### src/rtl/game_pkg.sv
`default_nettype none
// ============================================================================
// Package     : game_pkg
// Description : Shared 2048 game types: slide-direction codes, checker FSM
//               states and the direction-priority helper.
// Revision    : 1.0 - initial release
// ============================================================================
package game_pkg;

    localparam logic [3:0] DIR_LEFT  = 4'b1000;
    localparam logic [3:0] DIR_DOWN  = 4'b0100;
    localparam logic [3:0] DIR_UP    = 4'b0010;
    localparam logic [3:0] DIR_RIGHT = 4'b0001;

    typedef enum logic [1:0] {
        IDLE = 2'd0,
        SCAN = 2'd1,
        FIN  = 2'd2
    } mc_state_t;

    // Directions are serviced from the highest mask bit downwards.
    function automatic logic [3:0] msb_onehot(input logic [3:0] m);
        logic [3:0] r;
        r = 4'b0000;
        if (m[3])      r = DIR_LEFT;
        else if (m[2]) r = DIR_DOWN;
        else if (m[1]) r = DIR_UP;
        else if (m[0]) r = DIR_RIGHT;
        return r;
    endfunction

endpackage
`default_nettype wire

### src/rtl/tile_pair_mergeable.sv
`default_nettype none
// ============================================================================
// Module      : tile_pair_mergeable
// Description : A source tile can move onto its neighbour if it is occupied
//               and the neighbour is empty or holds the same value.
// Revision    : 1.0 - initial release
// ============================================================================
module tile_pair_mergeable #(
    parameter int W = 12
) (
    input  logic [W-1:0] src,
    input  logic [W-1:0] dst,
    output logic         hit
);

    assign hit = (src != '0) && ((dst == '0) || (dst == src));

endmodule
`default_nettype wire

### src/rtl/move_checker_seq.sv
`default_nettype none
// ============================================================================
// Module      : move_checker_seq
// Description : Sequential 2048 move-possibility checker over a snapshot of
//               the board. Build option MOVE_CHECK_LINE_PARALLEL_EN scans all
//               lines of one position per cycle instead of one pair.
// Revision    : 1.0 - initial release
// ============================================================================
module move_checker_seq #(
    parameter int N = 4,
    parameter int W = 12
) (
    input  logic                          clk,
    input  logic                          rst,
    input  logic                          start,
    input  logic [3:0]                    dir_mask,
    input  logic [N-1:0][N-1:0][W-1:0]    matrix,
    output logic                          busy,
    output logic                          done,
    output logic [3:0]                    can_move,
    output logic                          any_move,
    output logic                          game_over
);
    import game_pkg::*;

    typedef logic [W-1:0] tile_t;

    localparam int               LW         = $clog2(N);
    localparam logic [LW-1:0]    C_LAST_POS = LW'(N - 2);

    mc_state_t                 state_q, state_d;
    tile_t [N-1:0][N-1:0]      board_q, board_d;
    logic [3:0]                dir_q, dir_d;
    logic [3:0]                rem_q, rem_d;
    logic [LW-1:0]             pos_q, pos_d, pos_p1;
    logic [3:0]                can_move_q, can_move_d;
    logic                      any_move_q, any_move_d;
    logic                      game_over_q, game_over_d;
    logic                      pair_hit;
    logic                      last_step;

    assign pos_p1 = pos_q + 1'b1;

`ifdef MOVE_CHECK_LINE_PARALLEL_EN
    logic [N-1:0] lane_hit;

    for (genvar l = 0; l < N; l++) begin : g_lane
        tile_t src, dst;

        always_comb begin
            src = '0;
            dst = '0;
            case (dir_q)
                DIR_RIGHT: begin src = board_q[l][pos_q];  dst = board_q[l][pos_p1]; end
                DIR_LEFT:  begin src = board_q[l][pos_p1]; dst = board_q[l][pos_q];  end
                DIR_DOWN:  begin src = board_q[pos_q][l];  dst = board_q[pos_p1][l]; end
                DIR_UP:    begin src = board_q[pos_p1][l]; dst = board_q[pos_q][l];  end
                default:   begin src = '0;                 dst = '0;                 end
            endcase
        end

        tile_pair_mergeable #(.W(W)) u_pair (
            .src (src),
            .dst (dst),
            .hit (lane_hit[l])
        );
    end

    assign pair_hit  = |lane_hit;
    assign last_step = (pos_q == C_LAST_POS);
`else
    localparam logic [LW-1:0] C_LAST_LINE = LW'(N - 1);

    logic [LW-1:0] line_q, line_d;
    tile_t         src, dst;

    always_comb begin
        src = '0;
        dst = '0;
        case (dir_q)
            DIR_RIGHT: begin src = board_q[line_q][pos_q];  dst = board_q[line_q][pos_p1]; end
            DIR_LEFT:  begin src = board_q[line_q][pos_p1]; dst = board_q[line_q][pos_q];  end
            DIR_DOWN:  begin src = board_q[pos_q][line_q];  dst = board_q[pos_p1][line_q]; end
            DIR_UP:    begin src = board_q[pos_p1][line_q]; dst = board_q[pos_q][line_q];  end
            default:   begin src = '0;                      dst = '0;                      end
        endcase
    end

    tile_pair_mergeable #(.W(W)) u_pair (
        .src (src),
        .dst (dst),
        .hit (pair_hit)
    );

    assign last_step = (line_q == C_LAST_LINE) && (pos_q == C_LAST_POS);
`endif

    always_comb begin
        state_d     = state_q;
        board_d     = board_q;
        dir_d       = dir_q;
        rem_d       = rem_q;
        pos_d       = pos_q;
        can_move_d  = can_move_q;
        any_move_d  = any_move_q;
        game_over_d = game_over_q;
`ifndef MOVE_CHECK_LINE_PARALLEL_EN
        line_d      = line_q;
`endif

        case (state_q)
            IDLE: begin
                if (start) begin
                    board_d     = matrix;
                    can_move_d  = 4'b0000;
                    any_move_d  = 1'b0;
                    game_over_d = 1'b0;
                    pos_d       = '0;
`ifndef MOVE_CHECK_LINE_PARALLEL_EN
                    line_d      = '0;
`endif
                    dir_d       = msb_onehot(dir_mask);
                    rem_d       = dir_mask & ~msb_onehot(dir_mask);
                    state_d     = (dir_mask != 4'b0000) ? SCAN : FIN;
                end
            end
            SCAN: begin
                if (pair_hit || last_step) begin
                    // A hit ends this direction early; the bit was cleared at accept.
                    can_move_d = can_move_q | (pair_hit ? dir_q : 4'b0000);
                    pos_d      = '0;
`ifndef MOVE_CHECK_LINE_PARALLEL_EN
                    line_d     = '0;
`endif
                    if (rem_q != 4'b0000) begin
                        dir_d = msb_onehot(rem_q);
                        rem_d = rem_q & ~msb_onehot(rem_q);
                    end else begin
                        state_d     = FIN;
                        any_move_d  = |can_move_d;
                        game_over_d = (can_move_d == 4'b0000);
                    end
                end else begin
`ifdef MOVE_CHECK_LINE_PARALLEL_EN
                    pos_d = pos_p1;
`else
                    if (pos_q == C_LAST_POS) begin
                        pos_d  = '0;
                        line_d = line_q + 1'b1;
                    end else begin
                        pos_d  = pos_p1;
                    end
`endif
                end
            end
            FIN:     state_d = IDLE;
            default: state_d = IDLE;
        endcase
    end

    always_ff @(posedge clk or posedge rst) begin
        if (rst) begin
            state_q     <= IDLE;
            board_q     <= '0;
            dir_q       <= 4'b0000;
            rem_q       <= 4'b0000;
            pos_q       <= '0;
            can_move_q  <= 4'b0000;
            any_move_q  <= 1'b0;
            game_over_q <= 1'b0;
`ifndef MOVE_CHECK_LINE_PARALLEL_EN
            line_q      <= '0;
`endif
        end else begin
            state_q     <= state_d;
            board_q     <= board_d;
            dir_q       <= dir_d;
            rem_q       <= rem_d;
            pos_q       <= pos_d;
            can_move_q  <= can_move_d;
            any_move_q  <= any_move_d;
            game_over_q <= game_over_d;
`ifndef MOVE_CHECK_LINE_PARALLEL_EN
            line_q      <= line_d;
`endif
        end
    end

    assign busy      = (state_q != IDLE);
    assign done      = (state_q == FIN);
    assign can_move  = can_move_q;
    assign any_move  = any_move_q;
    assign game_over = game_over_q;

endmodule
`default_nettype wire

### config.mk
export PLATFORM = sky130hd
export DESIGN_NAME = move_checker_seq
export DESIGN_NICKNAME = d
export VERILOG_FILES = /design/src/rtl/game_pkg.sv /design/src/rtl/tile_pair_mergeable.sv /design/src/rtl/move_checker_seq.sv
export SDC_FILE = /design/constraint.sdc
export NUM_CORES = 1
export LEC_CHECK = 0
export ABC_AREA = 1
export CAP_MARGIN = 10
export CELL_PAD_IN_SITES_DETAIL_PLACEMENT = 1
export CELL_PAD_IN_SITES_GLOBAL_PLACEMENT = 2
export CORE_MARGIN = 4
export CORE_UTILIZATION = 33
export DETAILED_ROUTE_END_ITERATION = 10
export GPL_ROUTABILITY_DRIVEN = 0
export HOLD_SLACK_MARGIN = 0.05
export PLACE_DENSITY_LB_ADDON = 0.1
export SLEW_MARGIN = 20
export SYNTH_ARGS = -nofsm -noshare
export SYNTH_HDL_FRONTEND = slang
export SYNTH_SLANG_ARGS = --single-unit
### constraint.sdc
create_clock -name clk -period 11.05 [get_ports clk]
set_input_delay 2.21 -clock clk [delete_from_list [all_inputs] [get_ports clk]]
set_output_delay 2.21 -clock clk [all_outputs]
set_load 0.05 [all_outputs]
### Word level (Yosys, flattened, before mapping)

Cells that the tools add are included.

| word-level totals | value |
|---|---|
| register bits | 212 |
| input bits | 199 |
| output and inout port bits | 8 |
| logic and storage cells | 125 |

| cells by class | value |
|---|---|
| add/subtract/negate cells | 2 |
| magnitude comparators | 3 |
| eq/ne operators | 14 |
| multiplexer cells | 57 |
| bitwise gates (word level) | 5 |
| reduce and logical (&&, ||, !) cells | 20 |

Operators with widths:

| cell | count |
|---|---|
| binary-select mux 48 bit (select 2 bit) | 3 |
| 2-to-1 mux 48 bit | 3 |
| binary-select mux 12 bit (select 2 bit) | 4 |
| one-hot mux 12 bit (4 select lines) | 2 |
| 2-to-1 mux 4 bit | 17 |
| 2-to-1 mux 12 bit | 4 |
| one-hot mux 4 bit (2 select lines) | 3 |
| 2-to-1 mux 2 bit | 9 |
| == test 12 bit | 1 |
| logical NOT 12 bit | 1 |
| one-hot mux 2 bit (2 select lines) | 3 |
| nonzero test 12 bit | 1 |
| less-than comparator 2 x 3 -> 1 bit (second input constant) | 3 |
| AND reduction 3 bit | 3 |
| bitwise AND 4 bit | 2 |
| != test 2 bit (second input constant) | 4 |
| NOT 4 bit | 2 |
| AND reduction 4 bit | 2 |
| nonzero test 4 bit | 2 |
| 2-to-1 mux 1 bit | 7 |
| == test 2 bit (second input constant) | 3 |
| adder 2 x 1 -> 2 bit (second input constant) | 2 |
| == test 4 x 1 -> 1 bit (second input constant) | 1 |
| == test 4 x 2 -> 1 bit (second input constant) | 1 |
| other kinds (13) | 18 |

### Longest topological paths before layout

| logic depth | value |
|---|---|
| depth in word-level cells | 17 |
| gate-level depth with buffers | 29 |
| depth with buffers taken out | 25 |

### Modules after synthesis

From an unflattened synthesis, not the netlist that was laid out.

| unflattened totals | value |
|---|---|
| cells, all modules | 2535 |
| area, all modules | 15573.7 sq um |

Modules (own cells, without submodules):

| module | times used | cells each | area an instance (sq um) | seq. area each (sq um) |
|---|---|---|---|---|
| move_checker_seq | 1 | 2463 | 15274.6 | 5280.1 |
| tile_pair_mergeable | 1 | 72 | 299.0 | 0.0 |

### Least setup slack after synthesis

OpenSTA, ideal clock, no wires.

| path | value |
|---|---|
| path type | reg2reg |
| start | reg pos_q[0] |
| end | reg dir_q[0] |
| setup time | 0.123 ns |
| data arrival time | 3.242 ns |
| data required time | 10.927 ns |
| path slack | 7.685 ns |
| stages on the path, launching flop included | 24 |
| path buffers | 7 |
| period minus slack after synthesis | 3.365 ns |
| cell sequence | dfrtp_1 buf_4 inv_4 buf_6 buf_4 buf_2 ha_1 inv_2 clkbuf_1 buf_2 nand3_1 nand3_1 nand2_1 nor2_1 nand3_1 nor3_1 nand2_1 nand2_2 nand2_2 nand2_4 nand3_4 buf_6 nand2_1 o21ai_2 |

| on the way | value |
|---|---|
| word-level cells in the longest chain between the ends | 12 |
| elaborated cells on any way between the ends | 25 |
| classes of those cells | add/sub (1); eq/ne (3); mux (14); reduce/logical (7) |

Ends and longest elaborated chain:

| element | RTL line | text |
|---|---|---|
| start: declaration | move_checker_seq.sv:35 | `logic [LW-1:0] pos_q, pos_d, pos_p1;` |
| start signal: assignment | move_checker_seq.sv:179 | `pos_q <= pos_d;` |
| adder 2 x 1 -> 2 bit | move_checker_seq.sv:42 | `assign pos_p1 = pos_q + 1'b1;` |
| binary-select mux 48 bit (select 2 bit) | move_checker_seq.sv:83, move_checker_seq.sv:84 |  |
| 2-to-1 mux 48 bit (implied by the code) | move_checker_seq.sv:83, move_checker_seq.sv:84 |  |
| binary-select mux 12 bit (select 2 bit) | move_checker_seq.sv:83, move_checker_seq.sv:84 |  |
| 2-to-1 mux 12 bit (implied by the code) | move_checker_seq.sv:83, move_checker_seq.sv:84 |  |
| one-hot mux 12 bit (4 select lines) | move_checker_seq.sv:80 | `case (dir_q)` |
| == test 12 bit or logical NOT 12 bit (tied branches) | tile_pair_mergeable.sv:16 | `assign hit = (src != '0) && ((dst == '0) \|\| (dst == src));` |
| logical OR 1 bit | tile_pair_mergeable.sv:16 |  |
| logical AND 1 bit | tile_pair_mergeable.sv:16 |  |
| logical OR 1 bit (*) | move_checker_seq.sv:128 | `if (pair_hit \|\| last_step) begin` |
| != test 2 bit (no line) (*) | n/a |  |
| AND reduction 4 bit (no line) (*) | n/a |  |
| end signal: assignment | move_checker_seq.sv:177 | `dir_q <= dir_d;` |
| end: declaration | move_checker_seq.sv:33 | `logic [3:0] dir_q, dir_d;` |

Every way passes the cells marked *; elsewhere a longest branch is shown, timed or not. The select of a mux whose other input is x is not followed.
A chain may end at the register's enable or synchronous reset.

### Worst setup path after layout

| path | value |
|---|---|
| start | reg pos_q[1] |
| end | reg dir_q[1] |

The elaborated chain is that of the path after synthesis.

==> results.json <==
{
  "critPathLaunch": "pos_q[1]",
  "netlist_area_before_placement_um2": 15300,
  "post_synth_inst_count": 2389,
  "detail_route.iter0.violations": 1086,
  "cts_inserted_buffers": 29,
  "worst_setup_path_endpoint": "dir_q[1]",
  "grt_overflow": 0,
  "critical_path_required_ps": 11500,
  "crit_family": "buffers and inverters",
  "worstReg2RegEnd": "dir_q[1]",
  "post_synth_most_frequent_cells": "720 x sky130_fd_sc_hd__nand2_1, 476 x sky130_fd_sc_hd__nand3_1, 211 x sky130_fd_sc_hd__dfrtp_1",
  "critical-path-slowest-cell": "sky130_fd_sc_hd__buf_4",
  "num_rows": 78,
  "yosys_warnings": 0,
  "pin_count": 207,
  "cts_resized": 0,
  "critical_path_depth": 24,
  "worst_hold_path_type": "register to register",
  "grt_max_degree": 144,
  "asyncSetResetFlopFracSynth_pct": 100,
  "timing_worst_slew_pin_value_ps": 1070,
  "design.core.area_um2": 45700,
  "worstSetupEndpointType": "register",
  "final-max-slew-violation-count": 0,
  "floorplan_die_area_um2": 49900,
  "drive_gt1_share_pct": 5.89,
  "syn-mean-instance-area_um2": 6.41,
  "cts_num_sinks": 211,
  "placement.io_buffers": 206,
  "post-route-period-util_pct": 46.5,
  "crit_chain": "buf_4 -> inv_2 -> ha_2 -> clkinv_2 -> buf_4 -> a21oi_1 -> o21ai_0 -> nand3_1 -> nand3_1 -> nand2_1 -> nand2_1 -> nand2_1 -> nor2_2 -> nand2_1 -> nand2_1 -> nand2_1 -> nor2_1 -> nand2_1 -> nand2_2 -> nand2_2 -> nand2_4 -> nand3_4 -> nor2_1 -> a21oi_2",
  "finalCriticalPeriod_ps": 5140,
  "grtUsageTotal_pct": 23.5,
  "route.detailed.drc": 0,
  "worstPathArrival_ps": 5600,
  "postLayoutSetupSlackWorst_ps": 5910,
  "grt_antenna_before_repair": 3,
  "run_status": "completed",
  "vdd_drop_max_mv": 0.190,
  "fin_skew_ps": 26.7,
  "clk_pin_slew_worst_paths_ps": 60,
  "synth_sequential_area_ratio_pct": 34.5,
  "netlist.top_cell.by_area": "sky130_fd_sc_hd__dfrtp_1",
  "p_per_area_nw_per_um2": 343,
  "clk-insertion-delay-late_ps": 590,
  "post_cts_buffers": 0,
  "detail_route.vias_per_cell": 5.30,
  "setup.worst_path.class": "register to register",
  "synth_edf_count": 0,
  "area_growth_from_synthesis_to_final_layout_pct": 21.0,
  "finalWirelength_um": 59900,
  "grt_setup_unrepaired": "no",
  "setup_violations": 0,
  "num_vias": 16400,
  "fillers": 5873,
  "detail-route-antenna-nets": 0,
  "synthDistinctLibCells": 33,
  "yosysMostFrequentCell": "sky130_fd_sc_hd__nand2_1",
  "finalHoldViolCount": 0,
  "fmax_ghz": 0.194,
  "dr.pass1.iters": 5,
  "synth_largest_type_area_fraction_pct": 34.5,
  "timing.reg2reg.setup_slack_ps": 5910,
  "number_of_flip_flops_and_latches_in_the_synthesized_netlist": 211,
  "ctsHoldBuffers": 0,
  "first_global_vias": 16800,
  "cpMostUsedCell": "sky130_fd_sc_hd__nand2_1",
  "place_worst_setup_slack_ps": 5740,
  "max-slew-margin-rel_pct": 28.5,
  "initial_utilization_pct": 33.5,
  "path_max_fanout": 64,
  "die_h_um": 223,
  "cts_tree": "done",
  "rr_startpoint": "pos_q[1]",
  "grt_pass1_wl_um": 95300,
  "maxCapViolations": 0,
  "p_leak_nw": 8.82,
  "post_synth_main_area_contributors": "sky130_fd_sc_hd__dfrtp_1 34%, sky130_fd_sc_hd__nand2_1 18%, sky130_fd_sc_hd__nand3_1 16%, sky130_fd_sc_hd__a21oi_1 5.6%, sky130_fd_sc_hd__nor2_1 5.1%",
  "critical_path_buf_inv_count": 4,
  "clk_path_buf_depth": 3,
  "htree_num_levels": 1,
  "design.final.nets": 2678,
  "cts-root-buf": "sky130_fd_sc_hd__clkbuf_16",
  "timing.critical_path.from_type": "register",
  "setup_total_negative_slack_ps": 0,
  "synth_fp_nets": 2592,
  "reg2reg_depth": 24,
  "synthFlopType": "sky130_fd_sc_hd__dfrtp_1",
  "cp_slowest_stage_delay_ps": 720,
  "dp_hpwl_um": 39900,
  "width_of_the_die_um": 223,
  "wl_per_cell_um": 19.3
}
## worst reg2reg max path, delay by kind of cell, from the launching register on
family | cells | cell delay, ps
compound gates | 3 | 250
simple gates | 16 | 1890
fa+ha+maj | 1 | 450
flops | 1 | 340
buf+inv | 4 | 2100
## routing by layer
metal,wire (um),GRT usage [%],share of wire [%]
met1,29400,34.7,49
met2,26800,36.9,45
met3,2360,2.74,3.9
met4,1310,5.35,2.2
met5,0,0,0
## cell type report
cell class              instances  area (um2)  share of cell area, %
repair buffers                228        2260                   12.2
flip-flops and latches        211        5290                   28.5
well taps                     600         751                   4.05
inverters                     207         796                   4.29
diodes                          3        7.51                 0.0405
clock buffers                  36         792                   4.27
clock inverters                17         225                   1.22
multi-input cells            1798        8410                   45.4
## state kept, by name, summed over array words and instances (netlist names)
| signal | cells |
|---|---|
| rem_q | 3 |
| board_q | 192 |
| any_move | 1 |
| line_q | 2 |
| state_q | 2 |
| pos_q | 2 |
| can_move | 4 |
| game_over | 1 |
| dir_q | 4 |
## worst min-delay path by stage
stage	to	depth (start not counted)	startpoint
2_1_floorplan	rem_q[0]	2	rem_q[0]
3_3_place_gp	any_move	2	any_move
3_5_place_dp	game_over	2	game_over
4_1_cts	game_over	2	game_over
5_1_grt	any_move	2	any_move
6_report	any_move	2	any_move
## per-stage QoR
step                area [um2]  utilization [%]  total power, mW  std cells  hold WS [ps]
floorplan                15300                -             4.21       2389           494
CTS                      18500             40.4             6.37       3094           519
finish                   18500             40.6             6.36       3100           509
global route             18500             40.6             6.98       3100           570
detailed placement       17500             38.2             5.32       3041           498
global placement         17500             38.2             5.21       3041           498
## kinds of logic (layout without fill, tap and decap cells)
family | count (synthesis) | after routing | synth area share (%)
adder cells (fa/ha/maj) | 4 | 4 | 0.327
other | 0 | 3 | 0
buffers and inverters | 380 | 488 | 10.9
AND/OR/NAND/NOR | 1432 | 1432 | 39.6
flip-flops | 211 | 211 | 34.5
multiplexers | 43 | 43 | 3.16
AO/OA/AOI/OAI | 319 | 319 | 11.6
## where the power goes
part / leakage, nW / internal [mW] / switching, mW
clock network: 0.497 / 0.623 / 0.390
logic: 5.98 / 1.24 / 2.65
registers: 2.34 / 1.13 / 0.328
## placed cells by master (no fill, tap or decap), types with 5 or more instances in the layout
cell,n
sky130_fd_sc_hd__nor2_1,210
sky130_fd_sc_hd__bufinv_16,5
sky130_fd_sc_hd__nand3_1,476
sky130_fd_sc_hd__buf_4,19
sky130_fd_sc_hd__o21ai_1,15
sky130_fd_sc_hd__clkinv_2,8
sky130_fd_sc_hd__mux2_2,43
sky130_fd_sc_hd__nand4_1,10
sky130_fd_sc_hd__inv_1,197
sky130_fd_sc_hd__dfrtp_1,207
sky130_fd_sc_hd__clkbuf_16,29
sky130_fd_sc_hd__a21oi_1,170
sky130_fd_sc_hd__nand2_1,719
sky130_fd_sc_hd__o211ai_1,60
sky130_fd_sc_hd__o21ai_0,64
sky130_fd_sc_hd__clkdlybuf4s50_1,206
(Power assumes the default switching activity.)
